File: config.mk
export PLATFORM = sky130hd
export DESIGN_NAME = res_station
export DESIGN_NICKNAME = d
export VERILOG_FILES = /design/src/rtl/qu_common.sv /design/src/rtl/rs_select.sv /design/src/rtl/res_station.sv
export SDC_FILE = /design/constraint.sdc
export NUM_CORES = 2
export LEC_CHECK = 0
export ABC_CLOCK_PERIOD_IN_PS = 3400
export CELL_PAD_IN_SITES_DETAIL_PLACEMENT = 0
export CELL_PAD_IN_SITES_GLOBAL_PLACEMENT = 1
export CORE_MARGIN = 8
export CORE_UTILIZATION = 35
export DETAILED_ROUTE_END_ITERATION = 10
export PLACE_DENSITY = 0.74
export SYNTH_ARGS = -nofsm -noshare
export SYNTH_HDL_FRONTEND = slang
export SYNTH_HIERARCHICAL = 1
export SYNTH_SLANG_ARGS = --single-unit
export TNS_END_PERCENT = 1
File: constraint.sdc
create_clock -name clk -period 3.4 [get_ports clk]
set_clock_uncertainty 0.1 [all_clocks]
set_input_delay 0.68 -clock clk [delete_from_list [all_inputs] [get_ports clk]]
set_output_delay 0.68 -clock clk [all_outputs]
set_load 0.005 [all_outputs]
File: src/rtl/qu_common.sv
// Shared types for the issue queue: renamed uop cell layout and slot address.
package qu_common;
    localparam int PHY_RF_ADDR_WIDTH = 6;
    localparam int RS_DEPTH          = 8;
    localparam int RS_DATA_WIDTH     = 32;
    localparam int UOP_WIDTH         = 8;

    typedef logic [$clog2(RS_DEPTH)-1:0] res_st_addr_t;

    typedef struct packed {
        logic [UOP_WIDTH-1:0]         uop;
        logic [PHY_RF_ADDR_WIDTH-1:0] rs1_tag;
        logic                         rs1_ready;
        logic [RS_DATA_WIDTH-1:0]     rs1_data;
        logic [PHY_RF_ADDR_WIDTH-1:0] rs2_tag;
        logic                         rs2_ready;
        logic [RS_DATA_WIDTH-1:0]     rs2_data;
        logic [PHY_RF_ADDR_WIDTH-1:0] rd_tag;
    } res_st_cell_t;
endpackage

File: src/rtl/rs_select.sv
// Combinational lowest-index priority encoder: first set bit of req and whether any was set.
module rs_select #(
    parameter int N = 8
) (
    input  logic [N-1:0]         req,
    output logic [$clog2(N)-1:0] idx,
    output logic                 found
);
    always_comb begin
        idx   = '0;
        found = 1'b0;
        // Scan downwards so the lowest set bit is written last and wins.
        for (int i = N - 1; i >= 0; i--) begin
            if (req[i]) begin
                idx   = i[$clog2(N)-1:0];
                found = 1'b1;
            end
        end
    end
endmodule

File: src/rtl/res_station.sv
// Reservation station: holds renamed uops until both operands arrive (CDB wakeup/bypass),
// then issues the lowest-index ready entry through a registered valid/ready output.
module res_station #(
    parameter int RS_DEPTH   = qu_common::RS_DEPTH,
    parameter int TAG_WIDTH  = qu_common::PHY_RF_ADDR_WIDTH,
    parameter int DATA_WIDTH = qu_common::RS_DATA_WIDTH
) (
    input  logic                          clk,
    input  logic                          rst,
    input  logic                          flush,
    input  logic                          wr_en,
    input  logic [$clog2(RS_DEPTH)-1:0]   wr_addr,
    input  qu_common::res_st_cell_t       wr_data,
    output logic [$clog2(RS_DEPTH)-1:0]   free_addr,
    output logic                          full,
    output logic [$clog2(RS_DEPTH):0]     count,
    output logic                          wr_err,
    input  logic                          cdb_valid,
    input  logic [TAG_WIDTH-1:0]          cdb_tag,
    input  logic [DATA_WIDTH-1:0]         cdb_data,
    output logic                          issue_valid,
    input  logic                          issue_ready,
    output qu_common::res_st_cell_t       issue_data
);
    import qu_common::*;

    localparam int AW = $clog2(RS_DEPTH);
    localparam int CW = AW + 1;

    res_st_cell_t       cells_q [RS_DEPTH];
    res_st_cell_t       cells_d [RS_DEPTH];
    logic [RS_DEPTH-1:0] valid_q, valid_d, ready_vec;
    logic [CW-1:0]      count_q, count_d;
    logic               wr_err_q, wr_err_d;
    logic               issue_valid_q, issue_valid_d;
    res_st_cell_t       issue_data_q, issue_data_d;
    logic [AW-1:0]      free_idx, pick_idx;
    logic               free_found, pick_found;
    logic               load, issue_fire, wr_ok;

    // Capture the CDB value into any still-waiting operand whose tag matches.
    function automatic res_st_cell_t snoop(input res_st_cell_t c, input logic hit_v,
                                           input logic [TAG_WIDTH-1:0] tag,
                                           input logic [DATA_WIDTH-1:0] data);
        res_st_cell_t r;
        r = c;
        if (hit_v && !c.rs1_ready && c.rs1_tag == tag) begin
            r.rs1_ready = 1'b1;
            r.rs1_data  = data;
        end
        if (hit_v && !c.rs2_ready && c.rs2_tag == tag) begin
            r.rs2_ready = 1'b1;
            r.rs2_data  = data;
        end
        return r;
    endfunction

    always_comb begin
        ready_vec = '0;
        for (int i = 0; i < RS_DEPTH; i++) begin
            ready_vec[i] = valid_q[i] && cells_q[i].rs1_ready && cells_q[i].rs2_ready;
        end
    end

    rs_select #(.N(RS_DEPTH)) u_free (.req(~valid_q),  .idx(free_idx), .found(free_found));
    rs_select #(.N(RS_DEPTH)) u_pick (.req(ready_vec), .idx(pick_idx), .found(pick_found));

    assign load       = !issue_valid_q || issue_ready;
    assign issue_fire = load && pick_found;
    // A full station has every slot valid, so this also rejects writes while full.
    assign wr_ok      = wr_en && !valid_q[wr_addr];

    always_comb begin
        valid_d       = valid_q;
        issue_valid_d = issue_valid_q;
        issue_data_d  = issue_data_q;
        wr_err_d      = wr_en && !wr_ok;
        for (int i = 0; i < RS_DEPTH; i++) begin
            cells_d[i] = valid_q[i] ? snoop(cells_q[i], cdb_valid, cdb_tag, cdb_data) : cells_q[i];
        end
        if (issue_fire) begin
            valid_d[pick_idx] = 1'b0;
            issue_valid_d     = 1'b1;
            issue_data_d      = cells_q[pick_idx];
        end else if (load) begin
            issue_valid_d = 1'b0;
        end
        // wr_addr is a free slot, so it can never collide with the slot being issued.
        if (wr_ok) begin
            valid_d[wr_addr] = 1'b1;
            cells_d[wr_addr] = snoop(wr_data, cdb_valid, cdb_tag, cdb_data);
        end
        count_d = count_q + CW'(wr_ok) - CW'(issue_fire);
    end

    always_ff @(posedge clk) begin
        if (rst || flush) begin
            valid_q       <= '0;
            count_q       <= '0;
            wr_err_q      <= 1'b0;
            issue_valid_q <= 1'b0;
            issue_data_q  <= '0;
        end else begin
            valid_q       <= valid_d;
            count_q       <= count_d;
            wr_err_q      <= wr_err_d;
            issue_valid_q <= issue_valid_d;
            issue_data_q  <= issue_data_d;
        end
    end

    // Payload storage is qualified by valid_q and needs no reset.
    always_ff @(posedge clk) begin
        cells_q <= cells_d;
    end

    always_ff @(posedge clk) begin
        if (!rst) begin
            assert (int'(count_q) == $countones(valid_q));
        end
    end

    assign free_addr   = free_found ? free_idx : '0;
    assign full        = &valid_q;
    assign count       = count_q;
    assign wr_err      = wr_err_q;
    assign issue_valid = issue_valid_q;
    assign issue_data  = issue_data_q;
endmodule

==> results.py <==
metrics = {
    "placement": {
        "portBuffers": 240,
        "cell_count_after_placement": 5192,
        "place_hpwl_um": 102000,
        "dp_worst_setup_slack_ps": -320,
        "placer_congestion_estimate": 0.899,
    },
    "cells_and_area": {
        "area.growth.synth_to_final_pct": 23.4,
        "most_frequent_cells_in_the_layout": "sky130_fd_sc_hd__dfxtp_1, sky130_fd_sc_hd__a221o_1, sky130_fd_sc_hd__and3_1",
        "multiInputGateArea_um2": 18000,
        "layout_commonest_cell": "sky130_fd_sc_hd__dfxtp_1",
        "num-nets-final": 3942,
        "finalCoreUtilization_pct": 43.4,
        "stdcell_count": 5373,
        "post_route_cells_drive_above_1_share_pct": 18.2,
        "filler_cell_count": 10300,
        "layout.area.seq_um2": 18900,
    },
    "power": {
        "p_comb_share_pct": 16.0,
        "power.switching_uw": 6970,
        "power_per_cell_area_nw_per_um2": 563,
        "clock_power_share_pct": 38.1,
        "power_uw": 26900,
        "ir_drop_mv": 0.358,
        "switching_part_of_the_total_power_pct": 25.9,
        "internal_power_uw": 19900,
        "power.sequential.fraction_pct": 46.0,
        "leakage_uw": 0.0184,
    },
    "flow_run": {
        "maximum_capacitance_violations": 0,
    },
    "timing": {
        "setup_viol_count_final": 0,
        "slew_viol_final": 0,
        "worst_slew_margin_rel_pct": 9.34,
        "fin_hold_ws_ps": 385,
        "setup_slack_ps": 46.0,
        "final_min_period_over_clock_period_pct": 98.6,
        "rsz0062_at_grt": "no",
        "final_period_minus_worst_setup_slack_ps": 3350,
        "timing_worst_slew_pin_value_ps": 1360,
        "achievable-frequency_mhz": 298,
        "report.final.hold_viol_count": 0,
    },
    "yosys": {
        "syn-mean-instance-area_um2": 10.7,
        "synth_seq_area_share_pct": 49.0,
        "synth_cells": 3630,
        "synth_enable_flop_cells": 208,
        "ys_types": 68,
        "syn_nets": 3774,
        "synthDominantAreaCellType": "sky130_fd_sc_hd__dfxtp_1",
        "synth.top_cells.by_area": "sky130_fd_sc_hd__dfxtp_1, sky130_fd_sc_hd__edfxtp_1, sky130_fd_sc_hd__a221o_1",
        "syn_warnings": 6,
        "yosys_reg_bits": 842,
        "async_reset_ff_share_pct": 0,
        "main_flop_type_after_synthesis": "sky130_fd_sc_hd__dfxtp_1",
        "yosys.area.top_type_share_pct": 32.8,
        "mappedNetlistArea_um2": 38700,
    },
    "cts": {
        "cts-root-buf": "sky130_fd_sc_hd__clkbuf_16",
        "clock-sinks": 842,
        "cts.repair_timing.setup_buffer_count": 0,
        "clockBufferDepth": 3,
        "cts_buffers": 92,
        "clock_input_transition_at_the_sequential_cells_of_the_worst_setup_and_hold_paths_ps": 70,
        "tritoncts_clock_tree": "built",
        "h_tree_level_count": 3,
        "worst_skew_pair.late_latency_ps": 690,
    },
    "floorplan": {
        "floorplan.initialDensity_pct": 35.1,
        "floorplan.io_pins": 241,
        "row_count": 122,
        "floorplan.core_area_um2": 110000,
        "die_footprint_um2": 121000,
        "die_width_um": 348,
        "dieHeight_um": 348,
    },
    "grt": {
        "globalRouteOverflowTotal": 0,
        "vias_in_the_first_global_route": 33400,
        "grt_max_degree": 92,
        "number_of_antenna_violations_at_the_first_check_in_global_routing": 19,
        "global_route_wire_length_before_repair_um": 238000,
        "global_route_usage_over_all_layers_pct": 26.0,
    },
    "detailed_routing": {
        "post-route-drc-count": 0,
        "detailedRoute.firstPassIterationCount": 8,
        "routedWlPerCell_um": 30.9,
        "drt_iter0_drc": 4678,
        "ant_nets": 0,
        "num_vias": 34200,
        "drt-total-wl_um": 166000,
        "avgViaCountPerCell": 6.36,
    },
    "critical_path": {
        "critPathCaptureType": "flip-flop",
        "start_kind": "flip-flop",
        "critical_path_peak_fanout": 4,
        "timing_worst_setup_path_type": "reg2reg",
        "worst_ep_required_time_ps": 3830,
        "arrival_ps": 3790,
    },
    "run_status": {
        "outcome": "finished clean",
    },
    "hold_path": {
        "min_path_type": "reg2reg",
    },
}
## cell families (layout without fill, tap and decap cells)
logic type	Yosys count	in the layout	share of synthesized area, %
AND/OR/NAND/NOR	921	921	13.3
other	0	11	0
multiplexers	187	187	7.26
adder cells (fa/ha/maj)	5	5	0.181
XOR/XNOR	111	111	2.53
AO/OA/AOI/OAI	1051	1051	22.3
flip-flops	842	842	49.0
buffers and inverters	513	757	5.43
## critical path: stages, from the launching register on
cell and delay, ps:
sky130_fd_sc_hd__dfxtp_1 370, sky130_fd_sc_hd__and3_1 230, sky130_fd_sc_hd__nor2_1 80, sky130_fd_sc_hd__o21ai_0 150
sky130_fd_sc_hd__a211oi_4 400, sky130_fd_sc_hd__mux2_2 380, sky130_fd_sc_hd__a221oi_1 250, sky130_fd_sc_hd__a21oi_1 70
sky130_fd_sc_hd__a2111oi_1 1070, sky130_fd_sc_hd__nor2_1 100
## final timing paths
kind,startpoint,to,slack [ps],depth (start not counted)
worst max-delay path,cells_q[353]$_DFF_P_,issue_data[48]$_SDFFE_PP0P_,50,9
worst min-delay path,cells_q[336]$_DFF_P_,cells_q[336]$_DFF_P_,380,1
worst max register to register,cells_q[353]$_DFF_P_,issue_data[48]$_SDFFE_PP0P_,50,9
worst min register to register,cells_q[336]$_DFF_P_,cells_q[336]$_DFF_P_,380,1
## final cells by class
type,count,share of cell area [%]
clock buffer,143,5.70
tap,1488,3.90
clock inverter,27,0.640
timing repair buffer,521,11.7
multi-input combinational,2275,37.8
inverter,66,0.540
sequential,842,39.7
antenna,11,0.0577
## power by group through the flow
stage               combinational [µW]  clock [µW]  sequential [µW]
global route                      4610       10700            12500
finish                            4290       10200            12400
CTS                               4240       10300            12300
global placement                  4120           0            12500
detailed placement                4210           0            12500
floorplan                         2930           0            12300
## stage by stage
step	TNS (ps)	cell area, µm²
floorplan	0	38700
global placement	-1320	44600
detailed placement	-1130	44600
CTS	0	47700
global route	0	47700
finish	0	47700
## cells in the mapped netlist (all sizes together), types with 11 or more instances
cell,instances
nand2,139
nand3,17
o221a,73
mux4,68
a22o,29
clkbuf,298
xnor2,38
a221o,408
nand3b,11
mux2,66
o22ai,14
or3,41
o32ai,32
nor2,125
o32a,23
mux2i,53
a22oi,41
edfxtp,208
a221oi,35
inv,66
nor3,25
a21oi,138
a2111oi,14
buf,149
and3,392
o21a,26
xor2,73
dfxtp,634
a31oi,34
o21ai,154
and2,107
nor4,17
## timing repair
action	in CTS	in global routing
resized for setup	6	4
hold buffers	0	0
endpoints found under the setup margin	3	8
pin swaps	0	1
## layer usage
| metal | global-route usage, % | wire, µm |
|---|---|---|
| met1 | 33.6 | 64200 |
| met2 | 40.1 | 73800 |
| met3 | 6.94 | 19800 |
| met4 | 13.2 | 8260 |
| met5 | 0 | 69 |
## flip-flops by register name (all words and copies together), names as in the netlist
register and flops:
issue_valid 1, wr_err 1, issue_data 92, count 4, valid_q 8, cells_q 736
No activity file was read; power rests on OpenSTA's default activity.
